==> src/rtl/pipe_ctrl_unit_pkg.sv <==
// Shared opcodes, ALUOp encodings and control-bundle types for the MIPS
// pipeline control unit.
package pipe_ctrl_pkg;
  localparam logic [5:0] OP_RTYPE = 6'h00;
  localparam logic [5:0] OP_LW    = 6'h23;
  localparam logic [5:0] OP_SW    = 6'h2b;
  localparam logic [5:0] OP_BEQ   = 6'h04;
  localparam logic [5:0] OP_BNE   = 6'h05;
  localparam logic [5:0] OP_ADDI  = 6'h08;
  localparam logic [5:0] OP_J     = 6'h02;

  localparam logic [1:0] ALUOP_ADD   = 2'b00;
  localparam logic [1:0] ALUOP_SUB   = 2'b01;
  localparam logic [1:0] ALUOP_FUNCT = 2'b10;

  localparam int WB_W = 2;
  localparam int M_W  = 4;
  localparam int EX_W = 4;

  typedef struct packed {
    logic reg_write;
    logic mem_to_reg;
  } wb_t;

  typedef struct packed {
    logic branch_ne;
    logic branch;
    logic mem_read;
    logic mem_write;
  } m_t;

  typedef struct packed {
    logic       reg_dst;
    logic [1:0] alu_op;
    logic       alu_src;
  } ex_t;

  typedef struct packed {
    wb_t  wb;
    m_t   m;
    ex_t  ex;
    logic jump;
    logic illegal;
    logic uses_rt;
  } dec_t;
endpackage

==> src/rtl/pipe_ctrl_unit_if.sv <==
// ID-stage inputs and pipeline-control outputs of pipe_ctrl_unit.
interface pipe_ctrl_unit_if #(
  parameter int INSTR_W = 32,
  parameter int CNT_W   = 16
);
  logic [INSTR_W-1:0] id_instr;
  logic               mem_branch_taken;
  logic [1:0]         id_ex_wb;
  logic [3:0]         id_ex_m;
  logic [3:0]         id_ex_ex;
  logic [1:0]         ex_mem_wb;
  logic [3:0]         ex_mem_m;
  logic [1:0]         mem_wb_wb;
  logic               stall;
  logic               if_flush;
  logic               illegal_op;
  logic [CNT_W-1:0]   stall_cnt;
  logic [CNT_W-1:0]   flush_cnt;

  modport master (
    output id_instr, mem_branch_taken,
    input  id_ex_wb, id_ex_m, id_ex_ex, ex_mem_wb, ex_mem_m, mem_wb_wb,
    input  stall, if_flush, illegal_op, stall_cnt, flush_cnt
  );

  modport slave (
    input  id_instr, mem_branch_taken,
    output id_ex_wb, id_ex_m, id_ex_ex, ex_mem_wb, ex_mem_m, mem_wb_wb,
    output stall, if_flush, illegal_op, stall_cnt, flush_cnt
  );
endinterface

==> src/rtl/pipe_ctrl_unit_ctrl_decode.sv <==
// Opcode decoder: control bundles plus jump/illegal flags and whether the
// instruction reads rt as a source (needed by the load-use check).
module ctrl_decode
  import pipe_ctrl_pkg::*;
#(
  parameter bit EN_BNE  = 1'b1,
  parameter bit EN_ADDI = 1'b1
) (
  input  logic [5:0] op,
  output dec_t       dec
);
  always_comb begin
    dec = '0;
    unique case (op)
      OP_RTYPE: begin
        dec.wb      = '{reg_write: 1'b1, mem_to_reg: 1'b0};
        dec.ex      = '{reg_dst: 1'b1, alu_op: ALUOP_FUNCT, alu_src: 1'b0};
        dec.uses_rt = 1'b1;
      end
      OP_LW: begin
        dec.wb = '{reg_write: 1'b1, mem_to_reg: 1'b1};
        dec.m.mem_read = 1'b1;
        dec.ex = '{reg_dst: 1'b0, alu_op: ALUOP_ADD, alu_src: 1'b1};
      end
      OP_SW: begin
        dec.m.mem_write = 1'b1;
        dec.ex      = '{reg_dst: 1'b0, alu_op: ALUOP_ADD, alu_src: 1'b1};
        dec.uses_rt = 1'b1;
      end
      OP_BEQ: begin
        dec.m.branch = 1'b1;
        dec.ex       = '{reg_dst: 1'b0, alu_op: ALUOP_SUB, alu_src: 1'b0};
        dec.uses_rt  = 1'b1;
      end
      OP_BNE: begin
        // Disabled bne falls back to the illegal path with all bundles zero.
        if (EN_BNE) begin
          dec.m.branch_ne = 1'b1;
          dec.m.branch    = 1'b1;
          dec.ex          = '{reg_dst: 1'b0, alu_op: ALUOP_SUB, alu_src: 1'b0};
          dec.uses_rt     = 1'b1;
        end else begin
          dec.illegal = 1'b1;
        end
      end
      OP_ADDI: begin
        if (EN_ADDI) begin
          dec.wb.reg_write = 1'b1;
          dec.ex = '{reg_dst: 1'b0, alu_op: ALUOP_ADD, alu_src: 1'b1};
        end else begin
          dec.illegal = 1'b1;
        end
      end
      OP_J:    dec.jump    = 1'b1;
      default: dec.illegal = 1'b1;
    endcase
  end
endmodule

==> src/rtl/pipe_ctrl_unit.sv <==
// MIPS pipeline control: ID decode, ID/EX..MEM/WB control registers,
// load-use stall, branch/jump squash and saturating stall/flush counters.
module pipe_ctrl_unit
  import pipe_ctrl_pkg::*;
#(
  parameter int INSTR_W = 32,
  parameter bit EN_BNE  = 1'b1,
  parameter bit EN_ADDI = 1'b1,
  parameter int CNT_W   = 16
) (
  input  logic               clk,
  input  logic               rst,
  pipe_ctrl_unit_if.slave    bus
);
  logic [5:0] id_op;
  logic [4:0] id_rs, id_rt;
  dec_t       dec;

  assign id_op = bus.id_instr[INSTR_W-1 -: 6];
  assign id_rs = bus.id_instr[25:21];
  assign id_rt = bus.id_instr[20:16];

  logic unused_imm;
  assign unused_imm = ^bus.id_instr[15:0];

  ctrl_decode #(.EN_BNE(EN_BNE), .EN_ADDI(EN_ADDI)) u_dec (
    .op  (id_op),
    .dec (dec)
  );

  wb_t              id_ex_wb_q, ex_mem_wb_q, mem_wb_wb_q;
  m_t               id_ex_m_q, ex_mem_m_q;
  ex_t              id_ex_ex_q;
  logic [4:0]       id_ex_rt_q;
  logic             illegal_q;
  logic [CNT_W-1:0] stall_cnt_q, flush_cnt_q;
  logic             hz, taken, stall_c, flush_c;

  // Load-use: the load in ID/EX writes a register the ID instruction reads.
  assign hz = id_ex_m_q.mem_read && (id_ex_rt_q != 5'd0) &&
              ((id_ex_rt_q == id_rs) || ((id_ex_rt_q == id_rt) && dec.uses_rt));
  assign taken   = bus.mem_branch_taken;
  assign stall_c = !rst && !taken && hz;
  assign flush_c = !rst && (taken || (!hz && dec.jump));

  always_ff @(posedge clk) begin
    if (rst) begin
      id_ex_wb_q  <= '0;
      id_ex_m_q   <= '0;
      id_ex_ex_q  <= '0;
      id_ex_rt_q  <= '0;
      ex_mem_wb_q <= '0;
      ex_mem_m_q  <= '0;
      mem_wb_wb_q <= '0;
      illegal_q   <= 1'b0;
      stall_cnt_q <= '0;
      flush_cnt_q <= '0;
    end else begin
      mem_wb_wb_q <= ex_mem_wb_q;
      if (taken || hz) begin
        id_ex_wb_q <= '0;
        id_ex_m_q  <= '0;
        id_ex_ex_q <= '0;
        id_ex_rt_q <= '0;
        illegal_q  <= 1'b0;
      end else begin
        id_ex_wb_q <= dec.wb;
        id_ex_m_q  <= dec.m;
        id_ex_ex_q <= dec.ex;
        id_ex_rt_q <= id_rt;
        illegal_q  <= dec.illegal;
      end
      // A taken branch squashes everything younger than itself, including EX.
      if (taken) begin
        ex_mem_wb_q <= '0;
        ex_mem_m_q  <= '0;
      end else begin
        ex_mem_wb_q <= id_ex_wb_q;
        ex_mem_m_q  <= id_ex_m_q;
      end
      if (stall_c && (stall_cnt_q != '1)) stall_cnt_q <= stall_cnt_q + CNT_W'(1);
      if (flush_c && (flush_cnt_q != '1)) flush_cnt_q <= flush_cnt_q + CNT_W'(1);
    end
  end

  assign bus.id_ex_wb   = id_ex_wb_q;
  assign bus.id_ex_m    = id_ex_m_q;
  assign bus.id_ex_ex   = id_ex_ex_q;
  assign bus.ex_mem_wb  = ex_mem_wb_q;
  assign bus.ex_mem_m   = ex_mem_m_q;
  assign bus.mem_wb_wb  = mem_wb_wb_q;
  assign bus.stall      = stall_c;
  assign bus.if_flush   = flush_c;
  assign bus.illegal_op = illegal_q;
  assign bus.stall_cnt  = stall_cnt_q;
  assign bus.flush_cnt  = flush_cnt_q;
endmodule
==> src/flat_wrapper.sv <==
// flat-port wrapper written by rule: the top's interface ports become plain ports
module pipe_ctrl_unit_flat import pipe_ctrl_pkg::*;
#(
  parameter int INSTR_W = 32,
  parameter bit EN_BNE  = 1'b1,
  parameter bit EN_ADDI = 1'b1,
  parameter int CNT_W   = 16
)
  (clk, rst, bus_id_instr, bus_mem_branch_taken, bus_id_ex_wb, bus_id_ex_m, bus_id_ex_ex, bus_ex_mem_wb, bus_ex_mem_m, bus_mem_wb_wb, bus_stall, bus_if_flush, bus_illegal_op, bus_stall_cnt, bus_flush_cnt);
  pipe_ctrl_unit_if #(.INSTR_W(INSTR_W), .CNT_W(CNT_W)) bus_i ();
  input  logic clk;
  input  logic rst;
  input wire logic [$bits(bus_i.id_instr)-1:0] bus_id_instr;
  input wire logic [$bits(bus_i.mem_branch_taken)-1:0] bus_mem_branch_taken;
  output wire logic [$bits(bus_i.id_ex_wb)-1:0] bus_id_ex_wb;
  output wire logic [$bits(bus_i.id_ex_m)-1:0] bus_id_ex_m;
  output wire logic [$bits(bus_i.id_ex_ex)-1:0] bus_id_ex_ex;
  output wire logic [$bits(bus_i.ex_mem_wb)-1:0] bus_ex_mem_wb;
  output wire logic [$bits(bus_i.ex_mem_m)-1:0] bus_ex_mem_m;
  output wire logic [$bits(bus_i.mem_wb_wb)-1:0] bus_mem_wb_wb;
  output wire logic [$bits(bus_i.stall)-1:0] bus_stall;
  output wire logic [$bits(bus_i.if_flush)-1:0] bus_if_flush;
  output wire logic [$bits(bus_i.illegal_op)-1:0] bus_illegal_op;
  output wire logic [$bits(bus_i.stall_cnt)-1:0] bus_stall_cnt;
  output wire logic [$bits(bus_i.flush_cnt)-1:0] bus_flush_cnt;
  assign bus_i.id_instr = bus_id_instr;
  assign bus_i.mem_branch_taken = bus_mem_branch_taken;
  assign bus_id_ex_wb = bus_i.id_ex_wb;
  assign bus_id_ex_m = bus_i.id_ex_m;
  assign bus_id_ex_ex = bus_i.id_ex_ex;
  assign bus_ex_mem_wb = bus_i.ex_mem_wb;
  assign bus_ex_mem_m = bus_i.ex_mem_m;
  assign bus_mem_wb_wb = bus_i.mem_wb_wb;
  assign bus_stall = bus_i.stall;
  assign bus_if_flush = bus_i.if_flush;
  assign bus_illegal_op = bus_i.illegal_op;
  assign bus_stall_cnt = bus_i.stall_cnt;
  assign bus_flush_cnt = bus_i.flush_cnt;
  pipe_ctrl_unit #(.INSTR_W(INSTR_W), .EN_BNE(EN_BNE), .EN_ADDI(EN_ADDI), .CNT_W(CNT_W)) u_core (.clk(clk), .rst(rst), .bus(bus_i));
endmodule
==> config.mk <==
export PLATFORM = sky130hd
export DESIGN_NAME = pipe_ctrl_unit_flat
export DESIGN_NICKNAME = d
export VERILOG_FILES = /design/src/rtl/pipe_ctrl_unit_pkg.sv /design/src/rtl/pipe_ctrl_unit_if.sv /design/src/rtl/pipe_ctrl_unit_ctrl_decode.sv /design/src/rtl/pipe_ctrl_unit.sv /design/src/flat_wrapper.sv
export SDC_FILE = /design/constraint.sdc
export NUM_CORES = 1
export LEC_CHECK = 0
export CAP_MARGIN = 30
export CORE_AREA = 2 2 79 81
export DETAILED_ROUTE_END_ITERATION = 8
export DIE_AREA = 0 0 81 83
export GPL_TIMING_DRIVEN = 0
export PLACE_DENSITY = 0.83
export SETUP_SLACK_MARGIN = 0.2
export SLEW_MARGIN = 30
export SYNTH_ARGS = -nofsm -noshare
export SYNTH_HDL_FRONTEND = slang
export SYNTH_SLANG_ARGS = --single-unit
==> constraint.sdc <==
create_clock -name clk -period 2.8 [get_ports clk]
set_input_delay 0.56 -clock clk [delete_from_list [all_inputs] [get_ports clk]]
set_output_delay 0.56 -clock clk [all_outputs]
set_load 0.03 [all_outputs]
==> impl_results.md <==
- Status: completed
- Inserted Diodes: 0
- Met1 usage: 24.5%
- Most common cell after layout, fill and taps aside: clkdlybuf4s50_1
- GRT busiest layer: met2
- Initial drt markers: 116
- CP Launch Type: input pin
- Worst slack, placed: -0.993 ns
- Unrepaired setup endpoints after global routing: yes
- Die H: 83 µm
- Tcrit/Tclk final: 95.2%
- Synthesized instance count: 288
- Nets: 420
- # IOs: 88
- Syn nets: 325
- Vias per inst: 5.57
- CTS root buffer: clkbuf_8
- I/O Buffers: 70
- Initial Utilization: 44.7%
- Minimum clock period: 2.67 ns
- Synth Warn #: 0
- Max Cap Viol: 0
- HP Class: in -> reg
- Hold endpoint: u_core.bus.id_ex_m[1]
- Worst-path fanout max: 4
- Slew HR: 65.9%
- Vias in the first global route: 2449
- Syn_area_per_cell: 9.03 µm²
- Kind of critical path: in -> out
- Share of layout cells above drive strength 1: 21.7%
- First-pass GRT wire length: 11.1 mm
- DR WL/cell: 15.1 µm
- Post-synth EDFFs: 0
- DRC: 0
- Final ANT Viol Nets: 0
- Max VDD drop: 0.182 mV
- Row count: 28
- Arrival @ worst endpoint: 2.11 ns
- Pwr Density: 381 mW/mm²
- CTS tree: built
- Final Wtd Congestion: 0.832
- R2r worst-path depth: 9
- Hold Fails Final Rpt: 0
- WHS Path Cells: 2
- Final setup viols: 0
- Leak pwr: 1.36 nW
- TNS Setup: 0 ns
- Synthesized flop and latch total: 53
- Seq/Total Area, Yosys: 40.8%
- Clk_skew: 0.00685 ns
- Total track usage: 20.5%
- Final Max Slew Viols: 0
- Worst-margin pin slew: 0.512 ns
- Core Area: 0.00582 mm²
- Endpoint class of the critical path: output pin
- Flop2flop setup slack: 0.36 ns
- Final setup margin: 0.134 ns
- H-tree depth: 2
- Largest net degree at the start of global routing: 16
- Width of the chip: 81 µm
- Pre-antenna DRT Iters: 5
- Dpl hpwl: 4.86 mm
- Clk_lat worst skew: 0.30 ns
- Total number of vias: 2549
- Drt total wl: 6.92 mm
- Mapped Area: 0.00260 mm²
- Total grt overflow: 0
- Reg-to-Reg Start: u_core.id_ex_rt_q[1]
- Area Overhead vs Synth: 44.1%
- FMAX: 375 MHz
- Netlist cell types: 52
- HP Start: bus_id_instr[29]
- Antenna violations before repair: 0
- Most frequent cells in the layout: clkdlybuf4s50_1 (57), dfxtp_1 (50), nor2_1 (22), buf_4 (22), a21oi_1 (19)
- CTS clk-pin slew, worst paths: 0.09 ns
- Critical path required time: 2.24 ns
- Prevailing post-synth register cell: dfxtp_1
- GR Util met2: 35.8%
- Fill cells: 492
- Grt met3 use: 3.59%
- Clock sink count: 53
- Bufs on Longest Clock Path: 2
- Num CTS Buffers: 5
- Worst r2r dst: u_core.bus.stall_cnt[4]
- Async SR Flop Fraction: 0%
- Area of the die: 0.00672 mm²
[metrics by stage]
stage          util (%)  instance area [µm²]  cells  hold WS, ns  total power, mW
2_1_floorplan         -                 2640    288        0.599            0.861
3_3_place_gp       59.0                 3430    433        0.448            0.919
3_5_place_dp       59.0                 3430    433        0.446            0.924
4_1_cts            62.8                 3650    453        0.455             1.43
5_1_grt            64.4                 3750    458        0.424             1.48
6_report           64.4                 3750    458        0.444             1.43
[power breakdown]
group / internal (mW) / switching (mW) / total [mW]
Sequential: 0.761 / 0.0110 / 0.772
Combinational: 0.0678 / 0.0854 / 0.153
Clock: 0.260 / 0.244 / 0.504
[cell families (layout without fill, tap and decap cells)]
logic type / Yosys count / in the layout / synth area share (%)
flops: 53 / 53 / 40.8
fa+ha+maj: 2 / 2 / 0.962
buf+inv: 22 / 117 / 4.91
xor+xnor: 13 / 13 / 4.38
mux: 12 / 12 / 5.10
simple gates: 136 / 136 / 30.4
compound gates: 50 / 50 / 13.4
[final cells by class]
class	instances	area (µm²)	share of cell area, %
Buffer	17	136	3.64
Clock buffer	5	68.8	1.84
Clock inverter	2	35.0	0.935
Inverter	5	18.8	0.501
Multi-Input combinational cell	213	1520	40.5
Sequential cell	53	1070	28.5
Tap cell	75	93.8	2.51
Timing Repair Buffer	88	810	21.6
[metal layers]
metal | routed length [µm] | vias to the layer above
li1 | - | 1237
met1 | 2960 | 1221
met2 | 3560 | 76
met3 | 266 | 15
met4 | 135 | 0
met5 | 0 | -
[worst max path at each step]
| stage | startpoint | to | cells after the start |
|---|---|---|---|
| after global routing | bus_id_instr[24] | bus_if_flush | 9 |
| after detailed placement | bus_id_instr[26] | bus_if_flush | 10 |
| after CTS | bus_id_instr[27] | bus_if_flush | 10 |
| after global placement | bus_id_instr[26] | bus_if_flush | 10 |
| after floorplan | bus_id_instr[29] | bus_if_flush | 9 |
| final | bus_id_instr[24] | bus_if_flush | 9 |
[worst max-delay path, stage by stage]
cell and delay (ns):
clkdlybuf4s50_1 0.49, xnor2_2 0.14, nand3_2 0.12, a21o_1 0.21, buf_6 0.12, buf_8 0.12, a21oi_4 0.15, nor2_4 0.05
buf_6 0.14
[flip-flops by register name, indices dropped and copies added, names as in the netlist]
signal                 count
u_core.bus.flush_cnt      16
u_core.bus.stall_cnt      16
u_core.id_ex_rt_q          5
u_core.bus.id_ex_m         4
u_core.bus.ex_mem_m        3
u_core.bus.id_ex_ex        3
u_core.bus.ex_mem_wb       2
u_core.bus.mem_wb_wb       2
u_core.bus.id_ex_wb        1
u_core.bus.illegal_op      1
[Yosys cell counts, types with 2 or more instances]
library cell	instances	share of area, %
a21o_1	3	0.87
a21oi_1	20	3.9
and2_1	8	1.9
and3_1	7	1.7
and4_1	4	1.3
buf_2	3	0.58
buf_4	3	0.87
buf_6	4	1.7
clkbuf_1	7	1.0
dfxtp_1	53	41
ha_1	2	0.96
inv_1	5	0.72
mux2_2	6	2.6
mux2i_1	5	1.9
nand2_1	15	2.2
nand2b_1	3	0.72
nand3_1	14	2.7
nand4_1	8	1.9
nand4b_1	2	0.67
nor2_1	24	3.5
nor2b_1	10	2.4
nor3_1	6	1.2
nor4_1	8	1.9
nor4b_1	3	1.0
o21ai_0	11	2.1
o31ai_1	3	0.87
o41ai_1	3	1.0
or2_2	3	0.72
or3_1	8	1.9
or4_1	4	1.2
xnor2_1	4	1.3
xor2_1	9	3.0
[repair_timing]
item                                   4_1_cts  5_1_grt
pin swaps                                    9       11
resized for setup                           51       28
endpoints found under the hold margin        0        0
cloned                                       0        0
hold buffers                                 0        0
setup endpoints to repair                   21        6
setup buffers                               13        5
No activity file was read; power rests on OpenSTA's default activity.
